`src/rtl/norm_pkg.sv`:
```
// -----------------------------------------------------------------------------
// norm_pkg
// Range constants shared by the pixel normalizer and the denormalization
// block, so that both ends map pixels against the same [NORM_MIN, NORM_MAX]
// range. It also holds the state type for the denormalization FSM.
// -----------------------------------------------------------------------------
package norm_pkg;

    localparam int NORM_WIDTH = 20;     // filter-domain values are signed [NORM_WIDTH:0]
    localparam int PIX_W      = 8;      // normalized pixel width
    localparam int NORM_MAX   = 1530;   // 255*6
    localparam int NORM_MIN   = -510;   // -255*2
    localparam int NORM_SCALE = 255;    // normalized full-scale value
    localparam int NORM_NUM_W = 20;     // numerator / divider iteration width

    typedef enum logic [1:0] {
        IDLE = 2'd0,
        MUL  = 2'd1,
        DIV  = 2'd2,
        HOLD = 2'd3
    } denorm_state_t;

endpackage

```
`src/rtl/seq_udiv.sv`:
```
// -----------------------------------------------------------------------------
// seq_udiv
// Bit-serial restoring unsigned divider that produces one quotient bit per
// cycle, MSB first. It takes NUM_W cycles after start. The divisor must stay
// constant while busy.
//
// Ports:
//   clk    in   rising-edge clock
//   reset  in   synchronous active-high reset
//   start  in   load num and begin dividing (ignored while busy)
//   num    in   [NUM_W-1:0] dividend
//   den    in   [DEN_W-1:0] divisor, nonzero
//   busy   out  a division is in progress
//   done   out  high during the final iteration cycle
//   quo    out  [NUM_W-1:0] full quotient, valid only while done is high
// -----------------------------------------------------------------------------
module seq_udiv #(
    parameter int NUM_W = 20,
    parameter int DEN_W = 8
) (
    input  logic             clk,
    input  logic             reset,
    input  logic             start,
    input  logic [NUM_W-1:0] num,
    input  logic [DEN_W-1:0] den,
    output logic             busy,
    output logic             done,
    output logic [NUM_W-1:0] quo
);

    localparam int CNT_W = (NUM_W > 1) ? $clog2(NUM_W) : 1;

    // The dividend shifts out of the MSB while quotient bits shift into the
    // LSB. After NUM_W steps the register holds only the quotient.
    logic [NUM_W-1:0] shreg_q;
    logic [DEN_W-1:0] rem_q;
    logic [CNT_W-1:0] cnt_q;
    logic             busy_q;

    logic [DEN_W:0]   rem_sh;
    logic             take;
    logic [DEN_W-1:0] rem_nx;

    // The remainder is always below den, so the shifted value fits in DEN_W+1 bits.
    assign rem_sh = {rem_q, shreg_q[NUM_W-1]};
    assign take   = (rem_sh >= {1'b0, den});
    assign rem_nx = DEN_W'(take ? (rem_sh - {1'b0, den}) : rem_sh);

    assign busy = busy_q;
    assign done = busy_q && (cnt_q == '0);
    assign quo  = {shreg_q[NUM_W-2:0], take};

    always_ff @(posedge clk) begin
        // NOTE: registered state is assigned with <= only, so every flop
        // samples the values from before the clock edge.
        if (reset) begin
            shreg_q <= '0;
            rem_q   <= '0;
            cnt_q   <= '0;
            busy_q  <= 1'b0;
        end else if (start && !busy_q) begin
            shreg_q <= num;
            rem_q   <= '0;
            cnt_q   <= CNT_W'(NUM_W - 1);
            busy_q  <= 1'b1;
        end else if (busy_q) begin
            shreg_q <= quo;
            rem_q   <= rem_nx;
            if (cnt_q == '0) begin
                busy_q <= 1'b0;
            end else begin
                cnt_q <= cnt_q - 1'b1;
            end
        end
    end

endmodule

```
`src/rtl/denormalization.sv`:
```
// -----------------------------------------------------------------------------
// denormalization
// Maps an 8-bit normalized pixel back into the signed filter domain:
//   out = MIN + round(pix * (MAX - MIN) / SCALE), with rounding half up.
// It accepts one pixel at a time. A result appears NUM_W+2 cycles after the
// accept and is held until the consumer takes it.
//
// Ports:
//   clk        in   rising-edge clock
//   reset      in   synchronous active-high reset
//   in_valid   in   pixel present
//   in_ready   out  block can accept a pixel
//   pix        in   [PIX_W-1:0] unsigned normalized pixel
//   out_valid  out  result present
//   out_ready  in   consumer accepts result
//   out        out  [NORM_WIDTH:0] signed denormalized value
// -----------------------------------------------------------------------------
module denormalization
    import norm_pkg::*;
#(
    parameter int NORM_WIDTH = norm_pkg::NORM_WIDTH,
    parameter int PIX_W      = norm_pkg::PIX_W,
    parameter int MAX        = norm_pkg::NORM_MAX,
    parameter int MIN        = norm_pkg::NORM_MIN,
    parameter int SCALE      = norm_pkg::NORM_SCALE,
    parameter int NUM_W      = norm_pkg::NORM_NUM_W
) (
    input  logic                clk,
    input  logic                reset,
    input  logic                in_valid,
    output logic                in_ready,
    input  logic [PIX_W-1:0]    pix,
    output logic                out_valid,
    input  logic                out_ready,
    output logic [NORM_WIDTH:0] out
);

    localparam int OUT_W = NORM_WIDTH + 1;

    localparam logic [NUM_W-1:0] RANGE_N = NUM_W'(MAX - MIN);
    localparam logic [NUM_W-1:0] HALF_N  = NUM_W'(SCALE / 2);
    localparam logic [OUT_W-1:0] MIN_V   = OUT_W'(MIN);

    if (MAX <= MIN) begin : g_bad_range
        $error("denormalization: MAX must be greater than MIN");
    end
    if ((longint'(SCALE) * (MAX - MIN) + SCALE / 2) >= (longint'(1) << NUM_W)) begin : g_bad_num_w
        $error("denormalization: NUM_W too narrow for SCALE*(MAX-MIN)+SCALE/2");
    end
    if ((longint'(MAX) >= (longint'(1) << NORM_WIDTH)) ||
        (longint'(MIN) < -(longint'(1) << NORM_WIDTH))) begin : g_bad_out_w
        $error("denormalization: MAX/MIN do not fit in signed NORM_WIDTH+1 bits");
    end
    if ((SCALE <= 0) || (longint'(SCALE) >= (longint'(1) << PIX_W))) begin : g_bad_scale
        $error("denormalization: SCALE must be positive and fit in PIX_W bits");
    end

    denorm_state_t    state_q, state_d;
    logic [PIX_W-1:0] pix_q;
    logic [OUT_W-1:0] out_q;

    logic [NUM_W-1:0] num;
    logic             div_start;
    logic             div_busy;
    logic             div_done;
    logic [NUM_W-1:0] div_quo;

    // The bound on NUM_W guarantees that this product never overflows.
    assign num = NUM_W'(pix_q) * RANGE_N + HALF_N;

    seq_udiv #(
        .NUM_W (NUM_W),
        .DEN_W (PIX_W)
    ) u_div (
        .clk   (clk),
        .reset (reset),
        .start (div_start),
        .num   (num),
        .den   (PIX_W'(SCALE)),
        .busy  (div_busy),
        .done  (div_done),
        .quo   (div_quo)
    );

    assign in_ready  = (state_q == IDLE);
    assign out_valid = (state_q == HOLD);
    assign out       = out_q;

    always_comb begin
        // NOTE: the defaults come first so that every path assigns every
        // output. Without them the tools would infer latches.
        state_d   = state_q;
        div_start = 1'b0;
        case (state_q)
            IDLE: if (in_valid) state_d = MUL;
            MUL: begin
                div_start = !div_busy;
                state_d   = DIV;
            end
            DIV:  if (div_done) state_d = HOLD;
            HOLD: if (out_ready) state_d = IDLE;
            default: state_d = IDLE;
        endcase
    end

    always_ff @(posedge clk) begin
        if (reset) begin
            state_q <= IDLE;
            pix_q   <= '0;
            out_q   <= '0;
        end else begin
            state_q <= state_d;
            if (in_valid && in_ready) begin
                pix_q <= pix;
            end
            // The quotient never exceeds MAX-MIN, so the offset add cannot
            // leave the output range.
            if ((state_q == DIV) && div_done) begin
                out_q <= MIN_V + OUT_W'(div_quo);
            end
        end
    end

endmodule

```
`config.mk`:
```
export PLATFORM = sky130hd
export DESIGN_NAME = denormalization
export DESIGN_NICKNAME = d
export VERILOG_FILES = /design/src/rtl/norm_pkg.sv /design/src/rtl/seq_udiv.sv /design/src/rtl/denormalization.sv
export SDC_FILE = /design/constraint.sdc
export NUM_CORES = 1
export LEC_CHECK = 0
export CORE_ASPECT_RATIO = 1.25
export CORE_MARGIN = 2
export CORE_UTILIZATION = 45
export CTS_CLUSTER_SIZE = 8
export DETAILED_ROUTE_END_ITERATION = 12
export PLACE_DENSITY = 0.67
export SYNTH_ARGS = -nofsm -noshare
export SYNTH_HDL_FRONTEND = slang
export SYNTH_SLANG_ARGS = --single-unit
```
`constraint.sdc`:
```
create_clock -name clk -period 5.07 [get_ports clk]
set_clock_uncertainty 0.05 [all_clocks]
set_input_delay 0.507 -clock clk [delete_from_list [all_inputs] [get_ports clk]]
set_output_delay 0.507 -clock clk [all_outputs]
set_load 0.005 [all_outputs]
```
# After elaboration in Yosys (flattened, before gate mapping)
# Index checks and enable logic that the tools add are counted.
# classes
add_sub_neg	4
multipliers	1
magnitude_cmp	1
eq_ne	7
muxes	14
bitwise	1
reduce_logical	12
# op_table
cell	n
$mux W20	2
$add A21 B20 Y21 const A	1
$add A19 B7 Y20 const B	1
$mul A8 B8 Y16 const B	1
$mux W5	3
$ge A9 B8 Y1 const B	1
$mux W8	1
$pmux W2 S4	1
$sub A8 B8 Y8 const B	1
$mux W2	3
$ne A2 B2 Y1 const B	3
$logic_not A5 Y1	1
$sub A5 B1 Y5 const B	1
$eq A2 B2 Y1 const B	2
$logic_and A1 B1 Y1	4
$mux W1	4
$reduce_and A2 Y1	2
$reduce_and A3 Y1	1
$eq A2 B1 Y1 const B	1
$logic_not A2 Y1	1
$ne A2 B1 Y1 const B	1
$reduce_bool A2 Y1	1
$reduce_or A2 Y1	1
$logic_not A1 Y1	1
$not A1 Y1	1
# word_totals
regBits	65
out_inout_bits	23

# Logic depth before layout (Yosys ltp)
# logic_depth
ltp_word	5
ltp_mapped	18
depth_no_buf	17

# Hierarchy
# A second synthesis with hierarchy kept.
# unflattened
hier_cells	687
hier_area_um2	5681.7
# by_module_without_submodules
mod	n_inst	cells_per_inst	area_each_um2	seq_area_each_um2
denormalization	1	421	3558.4	620.6
seq_udiv	1	266	2123.3	680.7

# Worst setup path after synthesis
# No wires, ideal clock.
# synth_path
path_type	register to register
startpoint	register pix_q[5]
endpoint	register u_div.shreg_q[17]
setup_time_ns	0.130
t_arrival_ns	4.573
path_slack_ns	0.316
path_stages_with_launch	16
n_path_buf	1
path_cell_list	dfxtp_1 > inv_1 > fa_1 > fa_1 > fa_1 > fa_1 > inv_1 > ha_1 > buf_6 > a211o_1 > a2111oi_2 > a211oi_2 > nor4_4 > nand4_2 > xor2_1 > o22ai_2
# synth_between
elab_chain_len	3
# synth_lines
item	line	rtl
start: declaration	denormalization.sv:59	logic [PIX_W-1:0] pix_q;
start signal: assignment	denormalization.sv:114	pix_q <= pix;
$mul A8 B8 Y16	denormalization.sv:69	assign num = NUM_W'(pix_q) * RANGE_N + HALF_N;
$add A19 B7 Y20	denormalization.sv:69	
$mux W20	seq_udiv.sv:61	end else if (start && !busy_q) begin
end signal: assignment	seq_udiv.sv:62	shreg_q <= num;
end signal: assignment	seq_udiv.sv:67	shreg_q <= quo;
end: declaration	seq_udiv.sv:35	logic [NUM_W-1:0] shreg_q;
# Every way passes these cells.
# A chain may end at the register's enable or synchronous reset.

# Worst setup path in the final report
# layout_path
startpoint	register pix_q[7]
endpoint	register u_div.shreg_q[17]
# The elaborated chain is that of the path after synthesis.

==> metrics <==
synth unique cells 68; placed inst area 5670 µm²; RSZ-0062 raised after global routing no; Post-layout nets 729; Tot GR Track Use 17.7%; routed vias between 4,000 and 5,000; Root Buffer clkbuf_16; number of buffers added on ports 34; top_reg_cell synth dfxtp_1; Longest Clk Path Bufs 2; Die Span X just over 100 µm; Post-Synthesis Net Count roughly 700; crit path time final 4.81 ns; Worst-path clk slew 0.06 ns; crit-path leading delay family adder cells; TritonCTS clock tree built; crit-path most repeated cell fa_1; wirelength, routed 10.4 mm; max_cap viols 0; pre-CTS setup slack 0.113 ns; mapped cell area 5250 µm²; fin. max-slew vios 0; Worst Slack Setup Final roughly 0.26 ns; Mapped Cells 622; CTS sink count 65; Setup CP Type reg2reg; Cells after DPL 769; Starting Density between 40% and 50%; Cell Chain, Critical Path inv_1 -> fa_1 -> fa_1 -> fa_1 -> fa_1 -> inv_1 -> ha_2 -> a211o_1 -> a211o_2 -> nand2_1 -> mux2i_4 -> nand4_2 -> xor2_1 -> o22ai_2; initial antenna violation count 0; CP required about 5.2 ns; Layout area overhead 15.9%; std cell rows 44; register area 1310 µm²; CP Buf/Inv Count 2; run status finished clean; Hold Vio Cnt, Final 0; # setup viols final 0; largest net degree at the start of global routing ~70; worst hold path class reg2reg; DRC violation total after the first TritonRoute iteration about 220; area of the multi-input gates about 3600 µm²; fillers between 1,000 and 1,500; H-tree lvl count 3; Crit-path slowest cell fa_1; Worst Setup End Kind register; synthesized flop and latch total 65; GP Congestion 0.833; core footprint 11,500 µm²; hold slack 0.424 ns; wire length per cell 13.2 µm; crit path launch type register; Crit Path Max Fanout 10; vias in the first global route 4,059; final std cells w/o fill 786; Num CTS Buffers 9; Fin Setup TNS 0 ns; DP HPWL 8.11 mm; Hold Buf Count CTS 0; Top Ports 35; Pre-antenna DRT Iters 4; Post-synth EDFFs 0; Antenna Nets Post-Route 0; die area 12,500 µm²; total power 4.49 mW; number of diodes 0; Yosys warnings 0; Max IR drop VDD ~370 µV; Async SR Flop Fraction 0%; Worst-Margin Slew 1.07 ns; pwr/cell area 738 nW/µm²; DR vias/cell 5.32; Leakage 2.52 nW; crit path DAT 4.93 ns; share of cells above drive strength 1 8.49%; grt total ovfl 0; Synth Area per Inst 8.43 µm²; post-layout util approximately 53%; Rel. slew slack between 20% and 30%; cell area after layout 6080 µm²; clk_lat worst skew around 0.33 ns; Seq/Total Area, Yosys 24.8%; Die H roughly 120 µm; DRC 0; f_max 0.208 GHz; Largest stage delay, worst path 0.58 ns; Final period util between 90 and 100%; global-route wire length before repair 18.4 mm
-- report_power, final --
part | switching (mW) | internal [mW] | leakage, nW
Sequential | 0.163 | 0.643 | 0.532
Combinational | 1.69 | 1.27 | 1.82
Clock | 0.229 | 0.495 | 0.169
Total | 2.08 | 2.40 | 2.52
-- placed cells by master (no fill, tap or decap), types with 3 or more instances in the layout --
cell type and instances:
xnor2_1 21, fa_1 29, o211ai_1 5, nand3_1 21, nor3b_1 8, buf_4 8
ha_1 42, nor2_1 75, inv_1 76, clkbuf_16 9, a211o_1 4, and3_1 8
ha_2 3, a21oi_1 41, nand2_1 35, dfxtp_2 5, o21ai_0 8, bufinv_16 3
or3_1 3, nor4_1 3, nand2b_1 6, nor3_1 13, xor2_1 22, or2_2 3
clkdlybuf4s50_1 33, dfxtp_1 60, a211oi_1 32, o22ai_1 3, mux2i_1 9, nand4_1 3
a311oi_1 3
-- timing repair --
action                                  4_1_cts  5_1_grt
buffers inserted                              0        1
resized for setup                             0       12
endpoints found under the setup margin        0        6
-- state kept, by name, summed over array words and instances (netlist names) --
register / count
u_div.busy: 1
state_q: 2
out: 21
u_div.cnt_q: 5
pix_q: 8
u_div.rem_q: 8
u_div.shreg_q: 20
-- worst register-to-register path, stage by stage, from the launching register on --
cell and delay, ns:
dfxtp_1 0.41, inv_1 0.16, fa_1 0.51, fa_1 0.58, fa_1 0.45, fa_1 0.54, inv_1 0.04, ha_2 0.34
a211o_1 0.33, a211o_2 0.37, nand2_1 0.13, mux2i_4 0.30, nand4_2 0.15, xor2_1 0.20, o22ai_2 0.09
-- per-layer routing --
metal / up-vias / global-route usage, % / share of wire [%]
met5: - / 0 / 0
met4: 0 / 5.00 / 1.5
met3: 13 / 2.97 / 2.7
met2: 61 / 30.7 / 51
met1: 1929 / 22.5 / 45
li1: 2176 / - / -
-- worst paths after layout --
kind,end,cells past startpoint,start,slack [ns]
worst max-delay path,u_div.shreg_q[17],14,pix_q[7],0.26
worst min-delay path,out[20],2,out[20],0.42
worst max register to register,u_div.shreg_q[17],14,pix_q[7],0.26
worst min register to register,out[20],2,out[20],0.42
-- synthesized netlist by cell type (21+ instances only) --
cell	count	area, µm²
ha_1	45	563
clkbuf_1	21	78.8
a211oi_1	32	240
xnor2_1	21	184
nand3_1	21	105
inv_1	76	285
a21oi_1	42	210
nand2_1	35	131
dfxtp_1	65	1300
fa_1	29	581
xor2_1	22	193
nor2_1	75	282
-- layout make-up --
type,count,share of cell area (%)
clock inverters,6,1.89
multi-input cells,449,58.6
flip-flops and latches,65,21.5
inverters,76,4.69
repair buffers,42,6.50
well taps,138,2.84
clock buffers,10,3.93
-- logic make-up (layout without fill, tap and decap cells) --
kind of cell,Yosys count,in the layout,share of synthesized area (%)
compound gates,123,123,16.7
xor+xnor,44,44,7.61
fa+ha+maj,74,74,21.8
buf+inv,108,134,8.06
flops,65,65,24.8
mux,10,10,1.91
simple gates,198,198,19.1
Note: power is estimated with default switching activity, not from simulation.
